### src/rtl/moore_seq_generator.sv
// Serial pattern transmitter: shifts a WIDTH-bit pattern out MSB first with
// programmable repeat count and idle gap, built as a Moore FSM with registered outputs.
module moore_seq_generator #(
    parameter int               WIDTH   = 5,
    parameter logic [WIDTH-1:0] PATTERN = 5'b10101,
    parameter int               CNT_W   = 8,
    parameter int               GAP_W   = 4
) (
    input  logic             CLK,
    input  logic             R,
    input  logic             START,
    input  logic             USE_PAT,
    input  logic [WIDTH-1:0] PAT,
    input  logic [CNT_W-1:0] REPEAT,
    input  logic [GAP_W-1:0] GAP,
    output logic             X,
    output logic             VALID,
    output logic             BUSY,
    output logic             DONE
);

    localparam int BW = (WIDTH > 1) ? $clog2(WIDTH) : 1;
    localparam logic [BW-1:0]    MSB_IDX  = BW'(WIDTH - 1);
    localparam logic [BW-1:0]    IDX_ONE  = BW'(1'b1);
    localparam logic [CNT_W-1:0] REP_ZERO = {CNT_W{1'b0}};
    localparam logic [CNT_W-1:0] REP_ONE  = CNT_W'(1'b1);
    localparam logic [GAP_W-1:0] GAP_ZERO = {GAP_W{1'b0}};
    localparam logic [GAP_W-1:0] GAP_ONE  = GAP_W'(1'b1);

    // S_FIN is the one-cycle DONE state; it accepts START exactly like S_IDLE
    typedef enum logic [1:0] {
        S_IDLE = 2'd0,
        S_SEND = 2'd1,
        S_GAP  = 2'd2,
        S_FIN  = 2'd3
    } state_t;

    state_t           r_state,    w_state;
    logic [WIDTH-1:0] r_pat,      w_pat;
    logic [BW-1:0]    r_bit_idx,  w_bit_idx;
    logic [CNT_W-1:0] r_rep_left, w_rep_left;
    logic [GAP_W-1:0] r_gap_reg,  w_gap_reg;
    logic [GAP_W-1:0] r_gap_left, w_gap_left;
    logic             r_x, r_valid, r_busy, r_done;
    logic             w_x, w_valid, w_busy, w_done;
    logic [WIDTH-1:0] w_sel_pat;

    assign w_sel_pat = USE_PAT ? PAT : PATTERN;

    // State, datapath and output registers with synchronous reset
    always_ff @(posedge CLK) begin
        if (R) begin
            r_state    <= S_IDLE;
            r_pat      <= {WIDTH{1'b0}};
            r_bit_idx  <= {BW{1'b0}};
            r_rep_left <= REP_ZERO;
            r_gap_reg  <= GAP_ZERO;
            r_gap_left <= GAP_ZERO;
            r_x        <= 1'b0;
            r_valid    <= 1'b0;
            r_busy     <= 1'b0;
            r_done     <= 1'b0;
        end else begin
            r_state    <= w_state;
            r_pat      <= w_pat;
            r_bit_idx  <= w_bit_idx;
            r_rep_left <= w_rep_left;
            r_gap_reg  <= w_gap_reg;
            r_gap_left <= w_gap_left;
            r_x        <= w_x;
            r_valid    <= w_valid;
            r_busy     <= w_busy;
            r_done     <= w_done;
        end
    end

    // Next-state and datapath update
    always_comb begin
        w_state    = r_state;
        w_pat      = r_pat;
        w_bit_idx  = r_bit_idx;
        w_rep_left = r_rep_left;
        w_gap_reg  = r_gap_reg;
        w_gap_left = r_gap_left;
        case (r_state)
            S_IDLE, S_FIN: begin
                if (START) begin
                    w_state    = S_SEND;
                    w_pat      = w_sel_pat;
                    w_rep_left = (REPEAT == REP_ZERO) ? REP_ONE : REPEAT;
                    w_gap_reg  = GAP;
                    w_bit_idx  = MSB_IDX;
                end else begin
                    w_state = S_IDLE;
                end
            end
            S_SEND: begin
                if (r_bit_idx != {BW{1'b0}}) begin
                    w_bit_idx = r_bit_idx - IDX_ONE;
                end else if (r_rep_left > REP_ONE) begin
                    w_rep_left = r_rep_left - REP_ONE;
                    if (r_gap_reg != GAP_ZERO) begin
                        w_state    = S_GAP;
                        w_gap_left = r_gap_reg;
                    end else begin
                        w_bit_idx = MSB_IDX;
                    end
                end else begin
                    w_state = S_FIN;
                end
            end
            S_GAP: begin
                if (r_gap_left == GAP_ONE) begin
                    w_state   = S_SEND;
                    w_bit_idx = MSB_IDX;
                end else begin
                    w_gap_left = r_gap_left - GAP_ONE;
                end
            end
            default: begin
                w_state = S_IDLE;
            end
        endcase
    end

    // Moore outputs decoded from the next state so they land registered
    always_comb begin
        w_x     = 1'b0;
        w_valid = 1'b0;
        w_busy  = 1'b0;
        w_done  = 1'b0;
        case (w_state)
            S_SEND: begin
                w_x     = w_pat[w_bit_idx];
                w_valid = 1'b1;
                w_busy  = 1'b1;
            end
            S_GAP: begin
                w_busy = 1'b1;
            end
            S_FIN: begin
                w_done = 1'b1;
            end
            default: begin
                w_done = 1'b0;
            end
        endcase
    end

    assign X     = r_x;
    assign VALID = r_valid;
    assign BUSY  = r_busy;
    assign DONE  = r_done;

endmodule

### config.mk
export PLATFORM = sky130hd
export DESIGN_NAME = moore_seq_generator
export DESIGN_NICKNAME = d
export VERILOG_FILES = /design/src/rtl/moore_seq_generator.sv
export SDC_FILE = /design/constraint.sdc
export NUM_CORES = 1
export LEC_CHECK = 0
export CORE_UTILIZATION = 50
export CTS_BUF_LIST = sky130_fd_sc_hd__clkbuf_8
export CTS_CLUSTER_DIAMETER = 150
export DETAILED_ROUTE_END_ITERATION = 8
export DONT_BUFFER_PORTS = 1
export SYNTH_ARGS = -nofsm -noshare
export SYNTH_HDL_FRONTEND = slang
export SYNTH_SLANG_ARGS = --single-unit
### constraint.sdc
create_clock -name CLK -period 3.2 [get_ports CLK]
set_input_delay 0.64 -clock CLK [delete_from_list [all_inputs] [get_ports CLK]]
set_output_delay 0.64 -clock CLK [all_outputs]
set_load 0.02 [all_outputs]
==> key figures <==
Status
  • Status: finished, final reports clean

Logic synthesis
  • Synthesized flop and latch total: 30
  • Synthesized area: approximately 1900 sq um
  • Yosys top cell by area: dfxtp_1
  • Top FF cell, synth: dfxtp_1
  • Most frequent cell after synthesis: dfxtp_1
  • Syn_area_per_cell: 8.11 sq um
  • Mapped Cells: about 240
  • Synth Net Count: 266
  • EDFF count, synth: 0
  • Unique cell type count in the Yosys netlist: 57
  • Synth top cells by count: dfxtp_1 (30), nand2_1 (26), nor2_1 (22)
  • Top cells by area, synth: dfxtp_1 (31%), ha_1 (6.6%), nand2_1 (5.1%)
  • Sequential share of the synthesized area: a little under a third
  • Yosys top cell area share: 31.5%
  • Synth warn: 0
  • Ys async rst share: 0%

STA
  • Max-slew headroom: roughly 58%
  • Setup TNS: 0 ps
  • Worst Tran Pin Value: between 600 and 700 ps
  • RSZ-0062 raised after global routing: no
  • Fin Hold WS: 424 ps
  • Layout Skew: 4.82 ps
  • Fin. Hold Viols: 0
  • F_max: about 350 MHz
  • Final setup fails: 0
  • Final Max Slew Viols: 0
  • Final Cycle Share: around nine tenths
  • Minimum clock period: approximately 2900 ps

Critical path
  • FF-to-FF Start: r_state[1]$_SDFF_PP0_
  • Reg2reg setup slack: approximately 330 ps
  • Critical Path Most Common Cell: ha_1
  • Crit path depth: 11
  • CP arrival: roughly 3100 ps
  • Worst Path Buf+Inv: 1
  • Reg-to-reg critical path endpoint: X$_SDFF_PP0_
  • Worst EP required: between 3000 and 4000 ps
  • Worst reg2reg path depth: 11
  • Delay of the slowest cell on the worst path: 390 ps
  • Crit Path Class: flop to flop
  • Slowest cell on crit path: ha_1
  • Setup crit start: r_state[1]$_SDFF_PP0_
  • Worst path cell trace: inv_1, ha_1, and3b_1, nand4_2, a31oi_1, ha_1, nor2b_1, o221ai_1, a211oi_2, o2bb2ai_1, o31ai_2
  • Largest delay share family, worst path: compound AO/OA/AOI/OAI gates
  • Crit end category: flop
  • Critical Path Sink: X$_SDFF_PP0_
  • Crit path launch type: flop
  • CP Max Fanout: 13

Layout
  • Finished Cell Area: between 2000 and 2500 sq um
  • Layout area overhead: 5.45%
  • Register bank with the most flops: r_rep_left
  • Final Instance Count excl. Fillers: 280
  • Top Registers: r_rep_left (8), r_pat (5)
  • # nets final: 264
  • Number of flip-flops in the largest register: 8
  • Layout cells sized above 1: a little under a tenth
  • Antenna Cells: 0

Clocking
  • CTS sink count: 30
  • CTS root buffer: clkbuf_8
  • Number of gates resized after cts: 0
  • Register clock-pin slew on the reported worst setup and hold paths: about 60 ps
  • CTS H-tree depth: 2
  • Clk_lat worst skew: 280 ps
  • CTS tree: yes
  • Cts hold-fix bufs: 0
  • Post-CTS Setup Bufs: 0
  • Clock buffer depth: 2
  • TritonCTS buffer count: 5

Floorplan
  • Row Count: 22
  • Total Die Area: about 4000 sq um
  • Core box area: around 3700 sq um
  • Initial Util: a little over half
  • IO Pins: 25
  • Die Wd: between 60 and 70 um
  • Chip height: 63.8 um

Detailed routing
  • Max Used Layer: met4
  • Drt total wl: around 4300 um
  • WL met2: about 1900 um
  • Wire per inst: 15.2 um
  • Met3 wire length: between 150 and 200 um
  • Vias per Instance: between 5 and 6
  • Vias: around 1700
  • Number of remaining DRC errors: 0
  • WL met1: approximately 2100 um
  • DR iter-0 viols: ~110
  • Drt pass-1 iters: 4
  • Final ANT Viol Nets: 0

Global route
  • Vias in the first global route: 1578
  • Largest net degree at the start of global routing: 30
  • Global route overflow: 0
  • GRT Total Usage: a little under a quarter
  • Initial antenna violation count: 0
  • First-pass GRT wire length: slightly above 7000 um

Power and ir drop
  • Worst vdd ir: a little over 0.3 mV
  • P_leak: between 0.7 and 0.8 nW
  • Pwr Density: 550 nW/um^2

Placed design
  • Global placement routability congestion: roughly 0.86
  • Hpwl dp: between 3000 and 4000 um
  • DP Cell Count: roughly 270
  • Dpl cell area: just under 2000 sq um
  • IO buf count: 0

Worst hold path
  • Hold Path Class: input pin to flop

Flow run
  • Max cap viols: 0
[final cells by class]
class | instances | area [sq um]
Multi-Input combinational cell | 179 | 1200
Clock buffer | 6 | 82.6
Sequential cell | 30 | 601
Tap cell | 48 | 60.1
Timing Repair Buffer | 2 | 15.0
Fill cell | 345 | 1650
Inverter | 15 | 56.3
[layout by cell type (no fill, tap or decap), types with 3 or more instances in the layout]
cell type | synthesis | layout
nand3b_1 | 4 | 4
nor2_1 | 22 | 22
dfxtp_1 | 30 | 30
a21oi_1 | 19 | 19
nand3_1 | 5 | 5
clkbuf_8 | 0 | 6
nor2b_1 | 11 | 11
inv_1 | 15 | 15
ha_1 | 10 | 10
nand2_1 | 26 | 26
o2bb2ai_1 | 3 | 3
a211oi_1 | 6 | 6
a31oi_1 | 7 | 7
o21ai_0 | 10 | 10
nand2b_1 | 3 | 3
[cell families (layout without fill, tap and decap cells)]
| kind of cell | Yosys count | count (layout) | synth area share, % |
|---|---|---|---|
| DFF | 30 | 30 | 31.5 |
| and+or+nand+nor | 94 | 94 | 27.6 |
| buffers and inverters | 26 | 23 | 5.77 |
| AOI/OAI and AO/OA | 73 | 73 | 27.5 |
| adders and majority gates | 10 | 10 | 6.56 |
| muxes | 2 | 2 | 1.12 |
[metal layers]
metal / up-vias / track usage (%)
met4: 0 / 7.39
li1: 838 / -
met5: - / 0
met1: 790 / 31.6
met3: 4 / 6.43
met2: 37 / 34.3
[how the worst min path moves through the flow]
stage,startpoint,endpoint,slack (ps),cells after the start
finish,R,r_rep_left[1]$_SDFFE_PP0P_,420,1
global route,R,r_gap_left[3]$_SDFFE_PP0P_,410,1
CTS,R,r_rep_left[1]$_SDFFE_PP0P_,420,1
detailed placement,r_gap_reg[0]$_SDFFE_PP0P_,r_gap_reg[0]$_SDFFE_PP0P_,460,2
global placement,r_gap_reg[0]$_SDFFE_PP0P_,r_gap_reg[0]$_SDFFE_PP0P_,450,2
floorplan,r_gap_reg[3]$_SDFFE_PP0P_,r_gap_reg[3]$_SDFFE_PP0P_,440,2
[worst reg2reg max path, stage by stage (launching register included)]
cell       delay [ps]
dfxtp_1           330
inv_1              70
ha_1              390
and3b_1           320
nand4_2           200
a31oi_1           330
ha_1              200
nor2b_1           230
o221ai_1          170
a211oi_2          230
o2bb2ai_1         110
o31ai_2           210
[power breakdown]
part / leakage [nW] / switching [mW] / internal, mW / total [mW]
clock network: 0.0431 / 0.133 / 0.165 / 0.298
registers: 0.246 / 0.0489 / 0.415 / 0.464
logic: 0.458 / 0.208 / 0.137 / 0.345
[metrics by stage]
step           util (%)  setup slack [ps]  total power, mW
2_1_floorplan         -               789            0.749
3_3_place_gp       52.7               531            0.807
3_5_place_dp       52.7               324            0.809
4_1_cts            54.9               283             1.11
5_1_grt            54.9              17.0             1.18
6_report           54.9               325             1.11
(Power assumes the default switching activity.)
